[src/rtl/dot4_pkg.sv]
// Shared Q8.8 types, widths and the controller state for the streaming dot-product MAC.
package dot4_pkg;

    localparam int Q_W    = 16;
    localparam int Q_FRAC = 8;

    typedef logic signed [15:0] q88_t;
    typedef logic signed [31:0] q1616_t;

    typedef enum logic [1:0] {
        ACC   = 2'd0,
        FLUSH = 2'd1,
        HOLD  = 2'd2
    } dot4_state_e;

endpackage

[src/rtl/q88_scale_sat.sv]
// Rescales the wide accumulator back to Q8.8 (floor shift), then saturates or wraps.
// DOT4_SAT_EN defined selects saturation; undefined selects a plain wrap of the low W bits.
module q88_scale_sat #(
    parameter int W    = 16,
    parameter int FRAC = 8,
    parameter int AW   = 34
) (
    input  logic [AW-1:0] acc,
    output logic [W-1:0]  q,
    output logic          ovf
);

    logic signed [AW-1:0] shifted;

    // The shifted value fits in W bits only when every bit above the result's sign bit matches it.
    function automatic logic [W:0] scale(input logic signed [AW-1:0] s);
        logic fits;
        fits = (&s[AW-1:W-1]) || !(|s[AW-1:W-1]);
`ifdef DOT4_SAT_EN
        if (fits)
            return {1'b0, s[W-1:0]};
        return s[AW-1] ? {1'b1, 1'b1, {(W-1){1'b0}}} : {1'b1, 1'b0, {(W-1){1'b1}}};
`else
        return {!fits, s[W-1:0]};
`endif
    endfunction

    assign shifted  = $signed(acc) >>> FRAC;
    assign {ovf, q} = scale(shifted);

endmodule

[src/rtl/dot4_stream_mac.sv]
// Streaming N-element Q8.8 dot product: valid/ready in, 2-stage multiply/accumulate, valid/ready out.
// Result saturation is selected by DOT4_SAT_EN inside q88_scale_sat (wrap when undefined).
module dot4_stream_mac
    import dot4_pkg::*;
#(
    parameter int N    = 4,
    parameter int W    = Q_W,
    parameter int FRAC = Q_FRAC
) (
    input  logic         clk,
    input  logic         rst,
    input  logic         in_valid,
    output logic         in_ready,
    input  logic [W-1:0] in_a,
    input  logic [W-1:0] in_b,
    input  logic         in_last,
    output logic         out_valid,
    input  logic         out_ready,
    output logic [W-1:0] out_data,
    output logic         out_ovf,
    output logic         err_frame
);

    localparam int CW = $clog2(N);
    localparam int PW = 2 * W;
    localparam int AW = PW + CW;

    dot4_state_e          state;
    logic [CW-1:0]        cnt;
    logic signed [PW-1:0] prod_p1;
    logic                 vld_p1, first_p1, last_p1;
    logic signed [AW-1:0] acc_p2;
    logic signed [AW-1:0] prod_ext;
    logic                 vld_p2;
    logic [W-1:0]         scaled;
    logic                 scaled_ovf;
    logic                 accept, at_end, frame_cut;

    assign in_ready  = (state == ACC) && !rst;
    assign accept    = in_valid && in_ready;
    assign at_end    = (cnt == CW'(N - 1));
    assign frame_cut = accept && in_last && !at_end;
    assign prod_ext  = {{CW{prod_p1[PW-1]}}, prod_p1};

    // Stage 1 data: full-precision Q16.16 product
    always_ff @(posedge clk) begin
        if (accept)
            prod_p1 <= $signed(in_a) * $signed(in_b);
    end

    always_ff @(posedge clk or posedge rst) begin
        if (rst) begin
            state     <= ACC;
            cnt       <= '0;
            vld_p1    <= 1'b0;
            first_p1  <= 1'b0;
            last_p1   <= 1'b0;
            acc_p2    <= '0;
            vld_p2    <= 1'b0;
            out_valid <= 1'b0;
            out_data  <= '0;
            out_ovf   <= 1'b0;
            err_frame <= 1'b0;
        end else begin
            // Stage 1 control: tag the product, drop it if it ends a short vector
            vld_p1    <= accept && !frame_cut;
            first_p1  <= (cnt == '0);
            last_p1   <= at_end;
            err_frame <= accept && (in_last != at_end);
            if (accept)
                cnt <= (at_end || in_last) ? '0 : cnt + CW'(1);

            // Stage 2: accumulate; the first element of a vector overwrites stale sums
            if (frame_cut)
                acc_p2 <= '0;
            else if (vld_p1)
                acc_p2 <= first_p1 ? prod_ext : acc_p2 + prod_ext;
            vld_p2 <= vld_p1 && last_p1;

            // Result register: load once per vector, then hold until the consumer takes it
            if (vld_p2) begin
                out_valid <= 1'b1;
                out_data  <= scaled;
                out_ovf   <= scaled_ovf;
            end else if (out_valid && out_ready) begin
                out_valid <= 1'b0;
            end

            case (state)
                ACC:     if (accept && at_end) state <= FLUSH;
                FLUSH:   if (vld_p2) state <= HOLD;
                HOLD:    if (out_valid && out_ready) state <= ACC;
                default: state <= ACC;
            endcase
        end
    end

    q88_scale_sat #(
        .W   (W),
        .FRAC(FRAC),
        .AW  (AW)
    ) u_scale (
        .acc(acc_p2),
        .q  (scaled),
        .ovf(scaled_ovf)
    );

endmodule

[config.mk]
export PLATFORM = sky130hd
export DESIGN_NAME = dot4_stream_mac
export DESIGN_NICKNAME = d
export VERILOG_FILES = /design/src/rtl/dot4_pkg.sv /design/src/rtl/q88_scale_sat.sv /design/src/rtl/dot4_stream_mac.sv
export SDC_FILE = /design/constraint.sdc
export NUM_CORES = 1
export LEC_CHECK = 0
export BUFFER_PORTS_ARGS = -buffer_cell sky130_fd_sc_hd__clkbuf_2
export CORE_ASPECT_RATIO = 0.5
export CORE_MARGIN = 2
export CORE_UTILIZATION = 69
export DETAILED_ROUTE_END_ITERATION = 12
export PLACE_DENSITY = 0.93
export SLEW_MARGIN = 5
export SYNTH_ARGS = -nofsm -noshare
export SYNTH_HDL_FRONTEND = slang
export SYNTH_HIERARCHICAL = 1
export SYNTH_SLANG_ARGS = --single-unit
export TNS_END_PERCENT = 5
[constraint.sdc]
create_clock -name clk -period 7.1 [get_ports clk]
set_input_delay 0.71 -clock clk [delete_from_list [all_inputs] [get_ports clk]]
set_output_delay 0.71 -clock clk [all_outputs]
set_load 0.1 [all_outputs]
==> impl_metrics.ini, run 1 <==
[run_status]
status = complete, no violations

[floorplanning]
die_h_um = 109.2
io_pins = 57
dieArea_um2 = 23390
start_util_pct = 70.38
core-area_um2 = 21680
fp.dieW_um = 214.3
rows = 38

[route]
wl_met2_mm = 16.93
drtIter0Drc = 1151
wl_met3_mm = 3.795
wl_per_cell_um = 18.84
top_layer = met4
drc = 0
route.vias.total = 11586
vias_per_cell = 5.951
wl_mm = 36.68
ant_nets = 0
met1_length_mm = 14.79
dr.pass1.iters = 7

[cells_and_area]
area_delta_synth_final_pct = 4.813
multi_input_area_um2 = 11200
antenna_cells = 0
register_area_um2 = 2487
stdcell_count = 1947
layout_common_cells = 325 x inv_1, 263 x fa_1, 180 x nand2_1
final_nets = 2060
final_area_um2 = 15990
fillCellCount = 1428
drive_gt1_share_pct = 7.468
post-route-util_pct = 73.77
mostFrequentLayoutCell = inv_1

[hold_path]
min_path_type = flip-flop to flip-flop

[synthesis]
synth.area.top_cells = fa_1 35%, dfrtp_1 10%, ha_1 9.7%, inv_1 8.0%, edfxtp_1 6.3%
synth_top_area_cell = fa_1
synth_cell_types = 72
synthCells = 1625
synth_seq_area_share_pct = 16.30
avgSynthCellArea_um2 = 9.390
synth_warnings = 6
syn-num-nets = 2043
syn_area_um2 = 15260
synth_edf_count = 32
synth-async-reset-ratio_pct = 65.59
synth_flop_cell = dfrtp_1
synth.top_cell.area_share_pct = 34.51
ys_ff_latch = 93

[job]
drv_cap = 0

[global_route]
grt_max_degree = 63
antenna_found_initial = 0
gr-usage-all-layers_pct = 33.38
grt_pass1_wl_mm = 61.23
grt_overflow = 0
grt_pass1_vias = 12239

[setup_path]
crit_type = input pin to flip-flop
critPathRequiredTime_ns = 7.27
crit_path_start_kind = input pin
arrival_ns = 6.89
crit_path_end_kind = flip-flop
crit_fanout = 16

[clock_network]
cts_made_buffers = 9
clkTransAtPathRegs_ns = 0.07
postCtsSetupBuffers = 0
cts_tree = built
cts_resized = 0
insertion_delay_ns = 0.35
cts.sinks = 93
cts_hold_buf = 0
clockBufferDepth = 2
htree_num_levels = 3
cts_root_buf = clkbuf_16

[sta]
rsz0062_at_grt = no
fmax_mhz = 148.8
clock_skew_ns = 0.01202
finalSetupTns_ns = 0
drv_slew = 0
worst_pin_slew_ns = 0.9139
min_period_over_period_pct = 94.68
hold_violations = 0
setup_viol = 0
slew_headroom_pct = 39.07
layout_min_cycle_time_ns = 6.722

[placement]
place_area_um2 = 15700
dp_cells = 1931
dp_hpwl_mm = 30.17
gp_congestion = 0.9228
port_buffers = 56
-- through the flow --
stage	hold slack (ns)	setup WS (ns)
3_5_place_dp	0.4396	0.09927
5_1_grt	0.4717	0.1338
6_report	0.4525	0.3777
4_1_cts	0.4548	0.4698
3_3_place_gp	0.4435	0.4043
2_1_floorplan	0.4277	0.6544
-- sequential cells by signal (all words and copies together), names as in the netlist --
name	count
out_data	16
vld_p2	1
acc_p2	34
err_frame	1
out_ovf	1
first_p1	1
vld_p1	1
out_valid	1
state	2
last_p1	1
cnt	2
prod_p1	32
-- worst paths after layout --
check	startpoint	to	slack, ns	depth (start not counted)
worst max-delay path	in_b[1]	prod_p1[31]	0.38	21
worst min register to register	last_p1	vld_p2	0.45	1
max in group asynchronous	rst	acc_p2[7]	6.03	3
min in group asynchronous	rst	state[1]	0.58	3
worst min-delay path	last_p1	vld_p2	0.45	1
worst max register to register	prod_p1[0]	acc_p2[32]	3.94	12
-- final cells by class --
type / instances / share of cell area (%)
Inverter: 326 / 7.651
Timing Repair Buffer: 74 / 2.597
Clock inverter: 4 / 0.1721
Sequential cell: 93 / 15.55
Tap cell: 300 / 2.347
Multi-Input combinational cell: 1138 / 70.01
Clock buffer: 12 / 1.666
-- synth_stat cells (all sizes together) (13+ instances only) --
cell type,n
buf,19
nand2b,14
edfxtp,32
clkbuf,48
xor2,20
o21ai,73
a21oi,63
and2,129
inv,326
nand3,14
fa,263
nor2,52
nand2,180
ha,118
dfrtp,61
nor2b,13
xnor2,33
a21o,23
mux2,17
-- layer usage --
| layer | global-route usage (%) | vias up |
|---|---|---|
| li1 | - | 5139 |
| met1 | 43.96 | 5611 |
| met2 | 56.22 | 707 |
| met3 | 7.113 | 129 |
| met4 | 11.26 | 0 |
| met5 | 0 | - |
-- cells by family (layout without fill, tap and decap cells) --
group | after synthesis | after routing | synth area share (%)
AOI/OAI and AO/OA | 240 | 240 | 10.31
xor gates and xnor gates | 53 | 53 | 3.042
adders and majority gates | 381 | 381 | 44.18
buffers and inverters | 394 | 416 | 10.34
DFF | 93 | 93 | 16.30
muxes | 19 | 19 | 1.386
and+or+nand+nor | 445 | 445 | 14.44
-- critical path: stages --
cell,delay (ns)
clkbuf_2,0.28
nand2_1,0.13
fa_1,0.55
fa_1,0.60
inv_1,0.07
fa_1,0.53
inv_1,0.08
fa_1,0.55
fa_1,0.44
fa_1,0.50
inv_1,0.06
ha_1,0.40
a21oi_1,0.10
o21ai_0,0.34
o32a_1,0.22
o41ai_2,0.10
o31a_1,0.34
a211o_1,0.34
a41oi_2,0.18
nor4_1,0.07
a311oi_1,0.28
Power of run 1 is not shown: default switching activity piles up to over one toggle a cycle in this logic, so the estimate is an artifact.
==> inputs of run 2 (changes only) <==
Settings changed: PLACE_DENSITY 0.93 to 0.88.
==> run 2 against run 1 <==
- clock skew is 0.0019 ns lower
- design area fell by 0.44%
- clock-buffer cell count did not move
- largest cell class unchanged
- highest routed layer unchanged
==> impl_metrics.ini, run 2 (synthesis gave the netlist of run 1 again) <==
[run_status]
status = complete, no violations

[sta]
min_period_over_period_pct = 95.44
setup_slack_ns = 0.3241
slew_headroom_pct = 33.54
hold_violations = 0
setup_viol = 0
finalSetupTns_ns = 0
layout_min_cycle_time_ns = 6.776
rsz0062_at_grt = no
fmax_mhz = 147.6
worst_pin_slew_ns = 0.9947
clock_skew_ns = 0.01010
drv_slew = 0

[clock_network]
cts.sinks = 93
cts_made_buffers = 9
htree_num_levels = 3
clockBufferDepth = 2
cts_resized = 0
clkTransAtPathRegs_ns = 0.07
postCtsSetupBuffers = 0
cts_tree = built
cts_root_buf = clkbuf_16
cts_hold_buf = 0
insertion_delay_ns = 0.35

[cells_and_area]
final_area_um2 = 15920
antenna_cells = 0
mostFrequentLayoutCell = inv_1
layout_common_cells = 325 x inv_1, 263 x fa_1, 180 x nand2_1
register_area_um2 = 2487
fillCellCount = 1540
top_register = acc_p2
largest_reg_flops = 34
drive_gt1_share_pct = 6.886
top_regs = acc_p2 x34, prod_p1 x32, out_data x16
multi_input_area_um2 = 11200
area_delta_synth_final_pct = 4.354
stdcell_count = 1941
final_nets = 2054

[placement]
place_area_um2 = 15660
gp_congestion = 0.9660
pre_cts_slack_ns = 0.08592
port_buffers = 56
dp_hpwl_mm = 29.13
dp_cells = 1925

[setup_path]
timing.rr.start = prod_p1[0]
crit_path_start_kind = input pin
critPathRequiredTime_ns = 7.26
crit_path_top_delay_cell = fa_1
crit_type = input pin to flip-flop
slowest_delay_ns = 0.55
cp_cell_sequence = clkbuf_2, nand2_1, fa_1, fa_1, inv_1, fa_1, inv_1, fa_1, fa_1, fa_1, inv_1, ha_1, a21oi_1, o21ai_0, o32a_1, o41ai_2, o31a_1, a211o_1, a41oi_2, nor4_1, a311oi_1
r2r_setup_slack_ns = 3.90
arrival_ns = 6.93
critPathMostFrequentCell = fa_1
reg2regPathDepth = 12
crit_fanout = 16
r2r_end = acc_p2[32]
crit_path_end_kind = flip-flop

[hold_path]
hold_end = vld_p2
min_path_type = flip-flop to flip-flop
hold_depth = 1
min_from = last_p1

[route]
dr.pass1.iters = 5
route.vias.total = 11419
vias_per_cell = 5.883
ant_nets = 0
drc = 0
wl_per_cell_um = 18.72
wl_mm = 36.35
drtIter0Drc = 1078

[global_route]
antenna_found_initial = 0
gr-usage-all-layers_pct = 32.76
grt_pass1_vias = 11960
grt_pass1_wl_mm = 60.22
grt_max_degree = 63
grt_overflow = 0

[floorplanning]
dieArea_um2 = 23390
rows = 38
die_h_um = 109.2
start_util_pct = 70.38
fp.dieW_um = 214.3
io_pins = 57
core-area_um2 = 21680

[job]
drv_cap = 0
## run 2: changes by cell type in the layout (fill, tap and decap cells not counted), sizes merged
cell	previous run	this run
clkinv	1	3
buf	18	12
inv	328	326
## run 2: worst max-delay path by stage
stage	startpoint	to	slack, ns	cells past startpoint
global placement	in_b[1]	prod_p1[31]	0.30	21
detailed placement	in_b[1]	prod_p1[31]	0.09	21
global route	in_b[1]	prod_p1[31]	0.11	21
floorplan	in_a[15]	prod_p1[31]	0.65	21
finish	in_b[1]	prod_p1[31]	0.32	21
CTS	in_b[1]	prod_p1[31]	0.44	21
## run 2: final cells by class
type,instances,area share (%)
multi-input cells,1138,70.37
inverters,326,7.685
clock buffers,12,1.485
repair buffers,68,2.326
flip-flops and latches,93,15.62
clock inverters,4,0.1572
well taps,300,2.357
## run 2: routing by layer
layer,up-vias,share of wire [%],GRT usage (%)
met4,0,2.4,10.02
li1,5120,-,-
met5,-,0,0
met3,93,9.3,5.941
met1,5651,43,44.53
met2,555,45,54.80
## run 2: through the flow
| step | hold WS (ns) | util [%] |
|---|---|---|
| floorplan | 0.4277 | - |
| global placement | 0.4366 | 72.24 |
| detailed placement | 0.4394 | 72.24 |
| CTS | 0.4539 | 73.44 |
| global route | 0.4862 | 73.44 |
| finish | 0.4518 | 73.44 |
## run 2: worst max-delay path: cells and delay by family
family	cells	cell delay, ns
buffers and inverters	4	0.51
AND/OR/NAND/NOR	2	0.23
AO/OA/AOI/OAI	8	2.01
adder cells (fa/ha/maj)	7	3.47
Power of run 2 is left out for the same reason.
